`src/rtl/sd_sector_responder_if.sv`:
```
// Sector-buffer port (sd_*) plus the word port to the backing store (mem_*).
// slave = responder view; master = requester-and-memory view.
interface sd_sector_responder_if #(
    parameter int SEC_W = 4
);
    logic [31:0]      sd_lba;
    logic             sd_rd;
    logic             sd_wr;
    logic             sd_ack;
    logic [7:0]       sd_buff_addr;
    logic [15:0]      sd_buff_dout;
    logic             sd_buff_wr;
    logic [15:0]      sd_buff_din;

    logic [SEC_W+7:0] mem_addr;
    logic             mem_rd;
    logic             mem_wr;
    logic [15:0]      mem_wdata;
    logic [15:0]      mem_rdata;
    logic             mem_ready;

    modport slave (
        input  sd_lba, sd_rd, sd_wr, sd_buff_din, mem_rdata, mem_ready,
        output sd_ack, sd_buff_addr, sd_buff_dout, sd_buff_wr,
               mem_addr, mem_rd, mem_wr, mem_wdata
    );

    modport master (
        output sd_lba, sd_rd, sd_wr, sd_buff_din, mem_rdata, mem_ready,
        input  sd_ack, sd_buff_addr, sd_buff_dout, sd_buff_wr,
               mem_addr, mem_rd, mem_wr, mem_wdata
    );
endinterface

```
`src/rtl/sd_sector_responder.sv`:
```
// Responder for sector-buffer read/write requests, backed by a word-wide store
// of 2**SEC_W sectors x 256 words; out-of-range sectors read as fill and drop writes.
module sd_sector_responder #(
    parameter int SEC_W     = 4,
    parameter bit ZERO_FILL = 1'b1
) (
    input  logic                 clk_sys,
    input  logic                 reset_n,
    sd_sector_responder_if.slave bus
);
    localparam logic [15:0] FILL = ZERO_FILL ? 16'h0000 : 16'hFFFF;

    typedef enum logic [2:0] {
        IDLE, RD_REQ, RD_PUT, WR_ADDR, WR_CAP, WR_MEM, DONE
    } state_t;

    state_t      state_q, state_d;
    logic [31:0] lba_q,   lba_d;
    logic [7:0]  word_q,  word_d;
    logic [15:0] dout_q,  dout_d;
    logic [15:0] wdata_q, wdata_d;

    logic in_range;
    logic last_word;

    // The whole 32-bit sector number is range-checked, not just the low bits.
    assign in_range  = (lba_q[31:SEC_W] == '0);
    assign last_word = (word_q == 8'hFF);

    always_ff @(posedge clk_sys or negedge reset_n) begin
        if (!reset_n) begin
            state_q <= IDLE;
            lba_q   <= '0;
            word_q  <= '0;
            dout_q  <= '0;
            wdata_q <= '0;
        end else begin
            // NOTE: non-blocking so every register samples pre-edge values.
            state_q <= state_d;
            lba_q   <= lba_d;
            word_q  <= word_d;
            dout_q  <= dout_d;
            wdata_q <= wdata_d;
        end
    end

    always_comb begin
        // NOTE: defaults first, so no path leaves a variable unassigned (no latch).
        state_d = state_q;
        lba_d   = lba_q;
        word_d  = word_q;
        dout_d  = dout_q;
        wdata_d = wdata_q;

        unique case (state_q)
            IDLE: begin
                if (bus.sd_rd || bus.sd_wr) begin
                    lba_d   = bus.sd_lba;
                    word_d  = '0;
                    state_d = bus.sd_rd ? RD_REQ : WR_ADDR;
                end
            end
            RD_REQ: begin
                if (!in_range) begin
                    dout_d  = FILL;
                    state_d = RD_PUT;
                end else if (bus.mem_ready) begin
                    dout_d  = bus.mem_rdata;
                    state_d = RD_PUT;
                end
            end
            RD_PUT: begin
                if (last_word) begin
                    state_d = DONE;
                end else begin
                    word_d  = word_q + 8'd1;
                    state_d = RD_REQ;
                end
            end
            WR_ADDR: state_d = WR_CAP;
            WR_CAP: begin
                wdata_d = bus.sd_buff_din;
                if (in_range) begin
                    state_d = WR_MEM;
                end else if (last_word) begin
                    state_d = DONE;
                end else begin
                    word_d  = word_q + 8'd1;
                    state_d = WR_ADDR;
                end
            end
            WR_MEM: begin
                if (bus.mem_ready) begin
                    if (last_word) begin
                        state_d = DONE;
                    end else begin
                        word_d  = word_q + 8'd1;
                        state_d = WR_ADDR;
                    end
                end
            end
            DONE:    state_d = IDLE;
            default: state_d = IDLE;
        endcase
    end

    // Ack covers DONE too, so it falls on the edge that returns to IDLE.
    assign bus.sd_ack       = (state_q != IDLE);
    assign bus.sd_buff_addr = word_q;
    assign bus.sd_buff_dout = dout_q;
    assign bus.sd_buff_wr   = (state_q == RD_PUT);
    assign bus.mem_addr     = {lba_q[SEC_W-1:0], word_q};
    assign bus.mem_rd       = (state_q == RD_REQ) && in_range;
    assign bus.mem_wr       = (state_q == WR_MEM);
    assign bus.mem_wdata    = wdata_q;
endmodule

```
`src/flat_wrapper.sv`:
```
// flat-port wrapper written by rule: the top's interface ports become plain ports
module sd_sector_responder_flat 
#(
    parameter int SEC_W     = 4,
    parameter bit ZERO_FILL = 1'b1
)
  (clk_sys, reset_n, bus_sd_lba, bus_sd_rd, bus_sd_wr, bus_sd_buff_din, bus_mem_rdata, bus_mem_ready, bus_sd_ack, bus_sd_buff_addr, bus_sd_buff_dout, bus_sd_buff_wr, bus_mem_addr, bus_mem_rd, bus_mem_wr, bus_mem_wdata);
  sd_sector_responder_if #(.SEC_W(SEC_W)) bus_i ();
  input  logic clk_sys;
  input  logic reset_n;
  input wire logic [$bits(bus_i.sd_lba)-1:0] bus_sd_lba;
  input wire logic [$bits(bus_i.sd_rd)-1:0] bus_sd_rd;
  input wire logic [$bits(bus_i.sd_wr)-1:0] bus_sd_wr;
  input wire logic [$bits(bus_i.sd_buff_din)-1:0] bus_sd_buff_din;
  input wire logic [$bits(bus_i.mem_rdata)-1:0] bus_mem_rdata;
  input wire logic [$bits(bus_i.mem_ready)-1:0] bus_mem_ready;
  output wire logic [$bits(bus_i.sd_ack)-1:0] bus_sd_ack;
  output wire logic [$bits(bus_i.sd_buff_addr)-1:0] bus_sd_buff_addr;
  output wire logic [$bits(bus_i.sd_buff_dout)-1:0] bus_sd_buff_dout;
  output wire logic [$bits(bus_i.sd_buff_wr)-1:0] bus_sd_buff_wr;
  output wire logic [$bits(bus_i.mem_addr)-1:0] bus_mem_addr;
  output wire logic [$bits(bus_i.mem_rd)-1:0] bus_mem_rd;
  output wire logic [$bits(bus_i.mem_wr)-1:0] bus_mem_wr;
  output wire logic [$bits(bus_i.mem_wdata)-1:0] bus_mem_wdata;
  assign bus_i.sd_lba = bus_sd_lba;
  assign bus_i.sd_rd = bus_sd_rd;
  assign bus_i.sd_wr = bus_sd_wr;
  assign bus_i.sd_buff_din = bus_sd_buff_din;
  assign bus_i.mem_rdata = bus_mem_rdata;
  assign bus_i.mem_ready = bus_mem_ready;
  assign bus_sd_ack = bus_i.sd_ack;
  assign bus_sd_buff_addr = bus_i.sd_buff_addr;
  assign bus_sd_buff_dout = bus_i.sd_buff_dout;
  assign bus_sd_buff_wr = bus_i.sd_buff_wr;
  assign bus_mem_addr = bus_i.mem_addr;
  assign bus_mem_rd = bus_i.mem_rd;
  assign bus_mem_wr = bus_i.mem_wr;
  assign bus_mem_wdata = bus_i.mem_wdata;
  sd_sector_responder #(.SEC_W(SEC_W), .ZERO_FILL(ZERO_FILL)) u_core (.clk_sys(clk_sys), .reset_n(reset_n), .bus(bus_i));
endmodule
```
`config.mk`:
```
export PLATFORM = sky130hd
export DESIGN_NAME = sd_sector_responder_flat
export DESIGN_NICKNAME = d
export VERILOG_FILES = /design/src/rtl/sd_sector_responder_if.sv /design/src/rtl/sd_sector_responder.sv /design/src/flat_wrapper.sv
export SDC_FILE = /design/constraint.sdc
export NUM_CORES = 1
export LEC_CHECK = 0
export BUFFER_PORTS_ARGS = -buffer_cell sky130_fd_sc_hd__buf_4
export CORE_MARGIN = 3
export CORE_UTILIZATION = 49
export DETAILED_ROUTE_END_ITERATION = 7
export PLACE_DENSITY = 0.8
export SLEW_MARGIN = 40
export SYNTH_ARGS = -nofsm -noshare
export SYNTH_HDL_FRONTEND = slang
export SYNTH_SLANG_ARGS = --single-unit
```
`constraint.sdc`:
```
create_clock -name clk_sys -period 2.25 [get_ports clk_sys]
set_clock_uncertainty 0.05 [all_clocks]
set_input_delay 0 -clock clk_sys [delete_from_list [all_inputs] [get_ports clk_sys]]
set_output_delay 0 -clock clk_sys [all_outputs]
set_load 0.1 [all_outputs]
```
Word-level counts from Yosys, hierarchy flattened. Cells that the tools add are included.

Logic and storage cells: 43. Bits in registers: 75. Output and inout bits: 56. Input port bits: 69.

Equal/unequal tests: 11. Muxes and demuxes: 16. $add $sub $neg: 1. Reductions and logical operators: 10.

Operators by type and width (number): 16-bit 2-to-1 mux (2); 8-bit 2-to-1 mux (4); 8-bit one-hot mux with 4 select lines (1); 28-bit logical NOT (1); 3-bit 2-to-1 mux (7); 3-bit one-hot mux with 6 select lines (1); 8-bit by 1-bit adder with 8-bit output, second input constant (1); 8-bit equality test, second input constant (1); 3-bit by 2-bit equality test with 1-bit output, second input constant (2); 3-bit equality test, second input constant (2); 2-bit != test, second input constant (3); 2-bit AND reduction (2); 4-bit AND reduction (1); 4-bit nonzero test (1); 3-bit by 1-bit equality test with 1-bit output, second input constant (1); 3-bit logical NOT (1); 3-bit != test, second input constant (1); 3-bit AND reduction (1); 3-bit nonzero test (1); 2-bit 2-to-1 mux (1); 2-bit by 1-bit != test with 1-bit output, second input constant (1); 1-bit logical AND (1); 1-bit logical OR (1).

Depth between registers and ports, before layout. Gate-level depths: netlist of run 1.

Depth in word-level cells: 4. Gate-level depth with buffers: 7. Depth with buffers taken out: 6.

Worst setup path after synthesis of run 1. No wires, ideal clock.

Path type: register to output. Start: reg u_core.lba_q[27]. End: out bus_mem_rd. Arrival: 2660 ps. Stages on the path, launching flop included: 6. Data required time: 2200 ps. Path buffers: 1. Setup slack: -460 ps. Cell sequence: dfrtp_1 > or4_4 > nand3b_4 > or2_0 > buf_6 > nor2_1.

Word-level cells in the longest chain between the ends: 2.

RTL lines: start: declaration (line sd_sector_responder.sv:18) `logic [31:0] lba_q, lba_d;`; start signal: assignment (line sd_sector_responder.sv:40) `lba_q <= lba_d;`; 28-bit logical NOT (line sd_sector_responder.sv:27) `assign in_range = (lba_q[31:SEC_W] == '0);`; 1-bit logical AND (line sd_sector_responder.sv:113) `assign bus.mem_rd = (state_q == RD_REQ) && in_range;`; end: declaration (line flat_wrapper.sv:22) `output wire logic [$bits(bus_i.mem_rd)-1:0] bus_mem_rd;`.

No other way between the ends.

Worst setup path in the final report of run 1.
Start: reg u_core.lba_q[5]. End: out bus_mem_rd.

The elaborated chain is that of the path after synthesis.

==> run summary, run 1 <==
status - complete, no violations
H-tree depth - 3
RSZ-0062 raised after global routing - false
Cell Chain, Critical Path - nor4_2 > nand4_1 > or2_4 > nor2_2 > buf_6
Core Util, Final - 79.7%
initial antenna violation count - 0
PwrDens - 1360 mW/mm^2
reg-to-reg startpoint - u_core.lba_q[5]$_DFFE_PN0P_
Max VDD drop - 0.00131 V
Worst Path Required - 2.20 ns
mux contribution to synthesized area - 5.90%
Distinct cells, synth - 47
I/O Buffers - 124
Total Neg Setup Slack - 0 ns
final layout net count - 576
dpl hpwl - 5580 microns
row count - 29
vias in the first global route - 3,023
Placed Cells - 507
Critical Path AT - 2.08 ns
GRT overflow - 0
syn_area_per_cell - 10.4 sq um
clk sink count - 75
Main synth FF type - dfrtp_1
first-pass GRT wire length - 14,600 microns
worst-margin pin slew - 0.663 ns
CP startpoint kind - register
Bufs and invs on worst path - 1
1st-pass router iterations - 5
CP Max Fanout - 6
Yosys top cell area share - 55.3%
worst stage delay on the critical path - 0.42 ns
post-synth top area cell - dfrtp_1
slowest CP cell - dfrtp_1
MaxCap Viol Count - 0
family with the most delay on the worst path - simple AND/OR/NAND/NOR gates
synthesis-to-finish area growth - 53.4%
share of synthesized registers carrying an async set or reset - 100%
Hold Crit Start - bus_mem_ready
GP Congestion - 0.774
final setup fails - 0
max_slew headroom - 55.8%
fin cells - 588
drt drc - 0
Synth Area in Compound Gates - 10.1%
Yosys reg bits - 75
Reg clk slew, reported paths - 0.08 ns
Initial Util - 51.9%
CTS Buffer Depth - 2
Horiz. Die Dim - 89.2 microns
area of the multi-input gates - 0.00135 sq mm
TritonCTS clock tree - yes
via/cell ratio - 5.31
worst hold path class - input port to register
die area - 0.00796 sq mm
Ys Warns - 0
top post-synthesis cells by area - dfrtp_1 (55%), nand2_1 (12%), mux2_2 (5.3%), a22o_1 (4.4%), buf_4 (3.1%)
Post-Synth XOR/XNOR Area - 0%
post-synthesis simple-gate area fraction - 22.7%
synthesized instance count - 327
Final ANT Viol Nets - 0
Synth Cell Area - 0.00339 sq mm
Pins Over Slew Limit - 0
root buf cell - clkbuf_8
DR vias - 3,124
most common cell after layout, fill and taps aside - buf_4
Net Count, Synth - 397
num ports - 125
register area - 0.00188 sq mm
pin count of the biggest net entering global routing - 54
Period minus WS final - 2.13 ns
sequential area share after synthesis - 55.3%
fillcell total - 414
GRT Util Overall - 24.1%
part of the cycle the worst path needs - 94.7%
leakage - 2.60 nW
diode count - 0
crit path capture type - primary output
crit path kind - register to primary output
Core ar. - 0.00653 sq mm
commonest cells after routing, fill and taps aside - buf_4 (129), nand2_1 (107), dfrtp_1 (70)
Num CTS Buffers - 9
EDFF count, synth - 0
DR WL/cell - 16.3 microns
Max Fclk - 469 MHz
Final Hold Fails - 0
crit path launch - u_core.lba_q[5]$_DFFE_PN0P_
first-iteration detailed-routing DRC count - 181
Clock Latency Late Sink - 0.34 ns
wirelength, routed - 9560 microns
Die Height - 89.2 microns
share of cells above drive strength 1 - 36.2%
largest family of logic cells by synthesized area - simple AND/OR/NAND/NOR gates
Synth Area in Adders - 0.369%
-- worst reg2reg max path: cells and delay by family (launching register included) --
kind             cells  cell delay [ns]
AND/OR/NAND/NOR      3             0.97
AO/OA/AOI/OAI        2             0.60
flip-flops           1             0.42
-- power by group --
| group | leakage, nW | switching (W) | internal [W] |
|---|---|---|---|
| sequential | 0.956 | 0.000424 | 0.00182 |
| combinational | 1.55 | 0.00273 | 0.00108 |
| clock | 0.0927 | 0.000516 | 0.000513 |
| total | 2.60 | 0.00367 | 0.00342 |
-- path summary, 6_finish.rpt --
check                      slack, ns                                      end  cells after the start
min in group asynchronous       0.18     u_core.bus.mem_wdata[13]$_DFFE_PN0P_                      2
max in group asynchronous       1.31   u_core.bus.sd_buff_dout[4]$_DFFE_PN0P_                      3
max                             0.12                               bus_mem_rd                      5
min reg2reg                     0.44             u_core.lba_q[26]$_DFFE_PN0P_                      2
min                             0.05            u_core.state_q[1]$_DFFE_PN0P_                      3
max reg2reg                     0.16  u_core.bus.sd_buff_dout[12]$_DFFE_PN0P_                      5
-- sequential cells by signal, summed over array words and instances (netlist names) --
register	count
u_core.bus.mem_wdata	16
u_core.state_q	3
u_core.bus.sd_buff_dout	16
u_core.bus.sd_buff_addr	8
u_core.lba_q	32
-- what timing repair did --
action | 4_1_cts | 5_1_grt
buffers inserted | 0 | 0
hold buffers | 65 | 0
hold endpoints to repair | 115 | 0
setup endpoints to repair | 1 | 19
pin swaps | 0 | 0
gates resized for setup | 2 | 4
-- layout make-up --
class	count	share of cell area, %
Timing Repair Buffer	197	32.1
Inverter	2	0.216
Tap cell	77	1.85
Clock buffer	10	2.45
Multi-Input combinational cell	221	26.0
Clock inverter	6	1.23
Sequential cell	75	36.2
-- synth_stat cells, types with 3 or more instances --
library cell / n
a22o_1: 17
nor4_1: 6
and4_1: 3
clkbuf_1: 9
nand3_1: 4
o21ai_0: 6
nand2_1: 107
nor2_1: 11
nand2b_1: 3
mux2_2: 16
buf_4: 14
dfrtp_1: 75
buf_2: 4
o31ai_1: 4
a21oi_1: 5
or4_1: 4
-- cells by family after synthesis --
| kind of cell | count (synthesis) |
|---|---|
| simple gates | 158 |
| flops | 75 |
| buf+inv | 31 |
| compound gates | 44 |
| mux | 18 |
| fa+ha+maj | 1 |
-- per-stage QoR --
stage	hold WS, ns	setup WS, ns	instance area (sq um)	total power [W]
6_report	0.0457	0.119	5200	0.00709
5_1_grt	0.0665	0.00811	5200	0.00743
4_1_cts	0.0208	0.0106	5190	0.00702
3_5_place_dp	0.0258	0.0334	4340	0.00589
3_3_place_gp	0.0201	0.105	4340	0.00581
2_1_floorplan	-0.346	-0.00108	3410	0.00511
-- metal layers --
metal | global-route usage, % | vias to the layer above | wire (microns)
met2 | 41.8 | 116 | 5110
li1 | - | 1470 | -
met5 | 0 | - | 0
met1 | 29.7 | 1526 | 3800
met4 | 9.47 | 0 | 146
met3 | 4.61 | 12 | 503
(Power assumes the default switching activity.)
==> run 2: changes to the inputs <==
--- a/config.mk
+++ b/config.mk
@@ -5,11 +5,11 @@
 export SDC_FILE = /design/constraint.sdc
 export NUM_CORES = 1
 export LEC_CHECK = 0
-export BUFFER_PORTS_ARGS = -buffer_cell sky130_fd_sc_hd__buf_4
 export CORE_MARGIN = 3
-export CORE_UTILIZATION = 49
+export CORE_UTILIZATION = 50
 export DETAILED_ROUTE_END_ITERATION = 7
-export PLACE_DENSITY = 0.8
+export DONT_BUFFER_PORTS = 1
+export PLACE_DENSITY = 0.66
 export SLEW_MARGIN = 40
 export SYNTH_ARGS = -nofsm -noshare
 export SYNTH_HDL_FRONTEND = slang
==> run summary, run 2 (synthesized netlist as in run 1, its figures left out) <==
first-pass GRT wire length - 13,000 microns (-11%)
synthesis-to-finish area growth - 41.3%
final setup fails - 0 (unchanged)
CP startpoint kind - register
Worst Hold Margin - 0.0302 ns (-0.0155 ns)
flip-flop count of the largest register after layout - 32 (unchanged)
Final Hold Fails - 0 (unchanged)
diode count - 0 (unchanged)
TritonCTS clock tree - yes
Worst Path Required - 2.20 ns (about the same)
Clock Latency Late Sink - 0.35 ns (about the same)
setup bufs post-CTS - 0 (unchanged)
Final ANT Viol Nets - 0 (unchanged)
1st-pass router iterations - 4 (-1)
worst-margin pin slew - 0.595 ns (-0.0684 ns)
slowest CP cell - or4_4
pin count of the biggest net entering global routing - 76 (+41%)
status - complete, no violations
Core ar. - 0.00646 sq mm (-1.1%)
Biggest register - u_core.lba_q
most common cell after layout, fill and taps aside - nand2_1
H-tree depth - 3 (unchanged)
commonest cells after routing, fill and taps aside - nand2_1 (107), dlygate4sd3_1 (67), dfrtp_1 (67)
via/cell ratio - 5.33 (+0.38%)
Initial Util - 52.5% (+0.58 points)
family with the most delay on the worst path - simple AND/OR/NAND/NOR gates
crit path capture type - primary output
Bufs and invs on worst path - 1 (unchanged)
pre-CTS WS - 0.0438 ns (+0.0104 ns)
Horiz. Die Dim - 88.4 microns (-0.94%)
max_slew headroom - 60.3% (+4.6 points)
Max VDD drop - 0.00126 V (-3.7%)
part of the cycle the worst path needs - 94.5% (-0.24 points)
crit path kind - register to primary output
DR vias - 2,752 (-12%)
clk sink count - 75 (unchanged)
CP Max Fanout - 6 (unchanged)
dpl hpwl - 5180 microns (-7.2%)
Die Height - 88.4 microns (-0.94%)
PwrDens - 1530 mW/mm^2 (+12%)
GP Congestion - 0.768 (-0.71%)
wirelength, routed - 8290 microns (-13%)
Post-Layout Inst Area - 0.00479 sq mm (-7.9%)
MaxCap Viol Count - 0 (unchanged)
vias in the first global route - 2,766 (-8.5%)
Max Fclk - 470 MHz (+0.26%)
root buf cell - clkbuf_8
Num CTS Buffers - 9 (unchanged)
GRT overflow - 0 (unchanged)
initial antenna violation count - 0 (unchanged)
num ports - 125 (unchanged)
worst stage delay on the critical path - 0.53 ns (+0.11 ns)
final layout net count - 504 (-13%)
first-iteration detailed-routing DRC count - 92 (-49%)
die area - 0.00781 sq mm (-1.9%)
GRT Util Overall - 21.6% (-2.5 points)
CTS Buffer Depth - 2 (unchanged)
I/O Buffers - 0 (-100%)
Period minus WS final - 2.13 ns (-0.00550 ns)
Setup WS post-layout - 0.124 ns (+0.00550 ns)
Cell Chain, Critical Path - or4_4 > nand3b_4 > or2_4 > nor2_2 > buf_12
Pins Over Slew Limit - 0 (unchanged)
total power - 0.00734 W (+3.5%)
leakage - 2.30 nW (-12%)
Reg clk slew, reported paths - 0.08 ns (about the same)
RSZ-0062 raised after global routing - false
DR WL/cell - 16.1 microns (-1.2%)
Placed Area - 0.00380 sq mm (-13%)
drt drc - 0 (unchanged)
share of cells above drive strength 1 - 26.4% (-9.8 points)
row count - 29 (unchanged)
Critical Path AT - 2.08 ns (about the same)
worst hold path class - input port to register
fillcell total - 477 (+15%)
## run 2: cell count changes in the layout (fill, tap and decap cells not counted), moves of 2 or more
cell,before,now
clkinv_2,2,0
dfrtp_2,5,8
buf_4,129,54
bufinv_16,1,4
dfrtp_1,70,67
dlygate4sd3_1,65,67
## run 2: area by class of cell
class	instances	area [sq um]	share of cell area [%]
Sequential cell	75	1890	39.4
Multi-Input combinational cell	221	1370	28.6
Clock inverter	6	136	2.85
Inverter	2	11.3	0.235
Tap cell	77	96.3	2.01
Clock buffer	10	128	2.66
Timing Repair Buffer	125	1160	24.3
## run 2: path summary, 6_finish.rpt
kind | start | endpoint | slack, ns | cells after the start
max in group asynchronous | reset_n | u_core.bus.sd_buff_dout[1]$_DFFE_PN0P_ | 1.69 | 2
min | bus_mem_ready | u_core.bus.sd_buff_dout[13]$_DFFE_PN0P_ | 0.03 | 2
min reg2reg | u_core.lba_q[26]$_DFFE_PN0P_ | u_core.lba_q[26]$_DFFE_PN0P_ | 0.44 | 2
max | u_core.lba_q[27]$_DFFE_PN0P_ | bus_mem_rd | 0.12 | 5
min in group asynchronous | reset_n | u_core.bus.sd_buff_addr[3]$_DFFE_PN0P_ | 0.13 | 2
max reg2reg | u_core.state_q[2]$_DFFE_PN0P_ | u_core.bus.sd_buff_addr[7]$_DFFE_PN0P_ | 0.19 | 5
## run 2: power by group
part           switching, W  internal, W
Clock              0.000503     0.000853
Combinational       0.00280      0.00103
Sequential         0.000324      0.00182
Total               0.00363      0.00371
## run 2: routing by layer
metal | GRT usage [%] | wire length (microns) | part of all wire (%) | vias to the layer above
li1 | - | - | - | 1325
met2 | 35.4 | 4150 | 50 | 93
met1 | 27.1 | 3430 | 41 | 1314
met3 | 5.96 | 479 | 5.8 | 20
met4 | 9.07 | 221 | 2.7 | 0
met5 | 0 | 0 | 0 | -
## run 2: worst register-to-register path, cell delays in order (launching register included)
cell and delay [ns]:
dfrtp_1 0.40, buf_4 0.17, a221oi_1 0.45, o21ai_2 0.23, or4_1 0.54, a21oi_1 0.15
## run 2: per-stage QoR
stage	std cells	TNS, ns	utilization (%)
floorplan	327	-0.00108	-
global placement	432	0	58.8
detailed placement	432	0	58.8
CTS	516	0	73.7
global route	516	0	74.2
finish	516	0	74.2
## run 2: timing repair
item / CTS / global route
setup endpoints to repair: 1 / 18
endpoints found under the hold margin: 142 / 0
resized for setup: 1 / 6
hold buffers: 68 / 0
==> run 3: changes to the inputs <==
--- a/config.mk
+++ b/config.mk
@@ -7,6 +7,7 @@
 export LEC_CHECK = 0
 export CORE_MARGIN = 3
 export CORE_UTILIZATION = 50
+export CTS_BUF_LIST = sky130_fd_sc_hd__clkbuf_8
 export DETAILED_ROUTE_END_ITERATION = 7
 export DONT_BUFFER_PORTS = 1
 export PLACE_DENSITY = 0.66
==> run summary, run 3 (synthesized netlist as in run 1, its figures left out) <==
worst stage delay on the critical path - 0.53 ns (about the same)
drt drc - 0 (unchanged)
Worst Hold Margin - 0.0301 ns (-0.0000983 ns)
Worst Reg2Reg Path Length in Cells - 5 (unchanged)
crit path capture type - primary output
crit path launch - u_core.lba_q[27]$_DFFE_PN0P_
Placed Cells - 432 (unchanged)
Num CTS Buffers - 9 (unchanged)
worst hold path class - input port to register
max_slew headroom - 60.3% (about the same)
Cell Chain, Critical Path - or4_4 > nand3b_4 > or2_4 > nor2_2 > buf_12
1st-pass router iterations - 4 (unchanged)
Final ANT Viol Nets - 0 (unchanged)
DR vias - 2,750 (-0.073%)
synthesis-to-finish area growth - 41.3% (unchanged)
Max VDD drop - 0.00125 V (-0.82%)
share of cells above drive strength 1 - 26.4% (unchanged)
Initial Util - 52.5% (unchanged)
slowest CP cell - or4_4
Clock Latency Late Sink - 0.35 ns (about the same)
wirelength, routed - 8260 microns (-0.33%)
GRT Util Overall - 21.6% (unchanged)
Hold Crit Start - bus_mem_ready
most common cell after layout, fill and taps aside - nand2_1
I/O Buffers - 0 (unchanged)
dpl hpwl - 5180 microns (unchanged)
RSZ-0062 raised after global routing - false
diode count - 0 (unchanged)
PwrDens - 1530 mW/mm^2 (about the same)
CP Max Fanout - 6 (unchanged)
Pins Over Slew Limit - 0 (unchanged)
Total Neg Setup Slack - 0 ns (unchanged)
first-iteration detailed-routing DRC count - 99 (+7.6%)
Horiz. Die Dim - 88.4 microns (unchanged)
final layout net count - 504 (unchanged)
GP Congestion - 0.768 (unchanged)
commonest cells after routing, fill and taps aside - nand2_1 (107), dlygate4sd3_1 (67), dfrtp_1 (67)
pin count of the biggest net entering global routing - 76 (unchanged)
Core ar. - 0.00646 sq mm (unchanged)
DR WL/cell - 16.0 microns (-0.33%)
r2r setup slk - 0.20 ns (about the same)
Period minus WS final - 2.13 ns (-0.000196 ns)
part of the cycle the worst path needs - 94.5% (about the same)
MaxCap Viol Count - 0 (unchanged)
reg-to-reg startpoint - u_core.lba_q[27]$_DFFE_PN0P_
CTS Buffer Depth - 2 (unchanged)
Core Util, Final - 74.2% (unchanged)
TritonCTS clock tree - yes
flip-flop count of the largest register after layout - 32 (unchanged)
fin cells - 516 (unchanged)
Biggest register - u_core.lba_q
endpoint of the lowest-slack register-to-register path - u_core.bus.sd_buff_dout[1]$_DFFE_PN0P_
Hold EP - u_core.bus.sd_buff_dout[13]$_DFFE_PN0P_
die area - 0.00781 sq mm (unchanged)
crit path kind - register to primary output
root buf cell - clkbuf_8
Reg clk slew, reported paths - 0.08 ns (about the same)
num ports - 125 (unchanged)
CP startpoint kind - register
H-tree depth - 3 (unchanged)
leakage - 2.30 nW (+0.18%)
via/cell ratio - 5.33 (about the same)
Final Hold Fails - 0 (unchanged)
Critical Path AT - 2.08 ns (about the same)
clk sink count - 75 (unchanged)
GRT overflow - 0 (unchanged)
row count - 29 (unchanged)
status - complete, no violations
worst-margin pin slew - 0.595 ns (-0.000143 ns)
Worst Path Required - 2.20 ns (about the same)
final setup fails - 0 (unchanged)
Max Fclk - 470 MHz (about the same)
first-pass GRT wire length - 13,000 microns (unchanged)
Worst Hold Path Cells - 2 (unchanged)
Die Height - 88.4 microns (unchanged)
setup bufs post-CTS - 0 (unchanged)
total power - 0.00733 W (about the same)
initial antenna violation count - 0 (unchanged)
vias in the first global route - 2,766 (unchanged)
## run 3: worst max-delay path by stage
stage / endpoint / slack (ns) / depth (start not counted)
CTS: bus_mem_rd / 0.002 / 5
detailed placement: u_core.bus.sd_buff_dout[7]$_DFFE_PN0P_ / 0.04 / 5
global placement: u_core.bus.sd_buff_dout[11]$_DFFE_PN0P_ / 0.1 / 5
global route: bus_mem_rd / 0.05 / 5
finish: bus_mem_rd / 0.12 / 5
floorplan: u_core.bus.sd_buff_addr[4]$_DFFE_PN0P_ / -0.001 / 7
## run 3: layer usage
layer,part of all wire (%),up-vias,GRT usage (%),wire [microns]
met4,2.7,0,9.07,221
met3,6.0,20,5.96,496
met2,50,95,35.4,4140
met5,0,-,0,0
met1,41,1309,27.1,3410
li1,-,1326,-,-
## run 3: where the power goes
part           total [W]  switching (W)  internal [W]  leakage [nW]
logic            0.00383        0.00280       0.00103          1.22
registers        0.00215       0.000324       0.00182         0.951
clock network    0.00135       0.000502      0.000849         0.131
total            0.00733        0.00363       0.00370          2.30
## run 3: repair_timing
item | CTS | global route
gates resized for setup | 1 | 6
setup endpoints to repair | 1 | 18
hold buffers | 68 | 0
endpoints found under the hold margin | 142 | 0
## run 3: final cells by class
cell class	instances	area (sq um)
sequential	75	1890
fill	477	1670
multi-input combinational	221	1370
timing repair buffer	125	1160
clock inverter	7	140
clock buffer	9	124
tap	77	96.3
inverter	2	11.3
## run 3: stage by stage
step	cell area, sq um	setup WS (ns)
6_report	4790	0.124
5_1_grt	4790	0.0451
4_1_cts	4760	0.00248
3_5_place_dp	3800	0.0438
3_3_place_gp	3800	0.0964
2_1_floorplan	3410	-0.00108
## run 3: critical path: cells and delay by family, from the launching register on
kind | cells | cell delay [ns]
buf+inv | 1 | 0.19
simple gates | 4 | 1.15
flops | 1 | 0.39
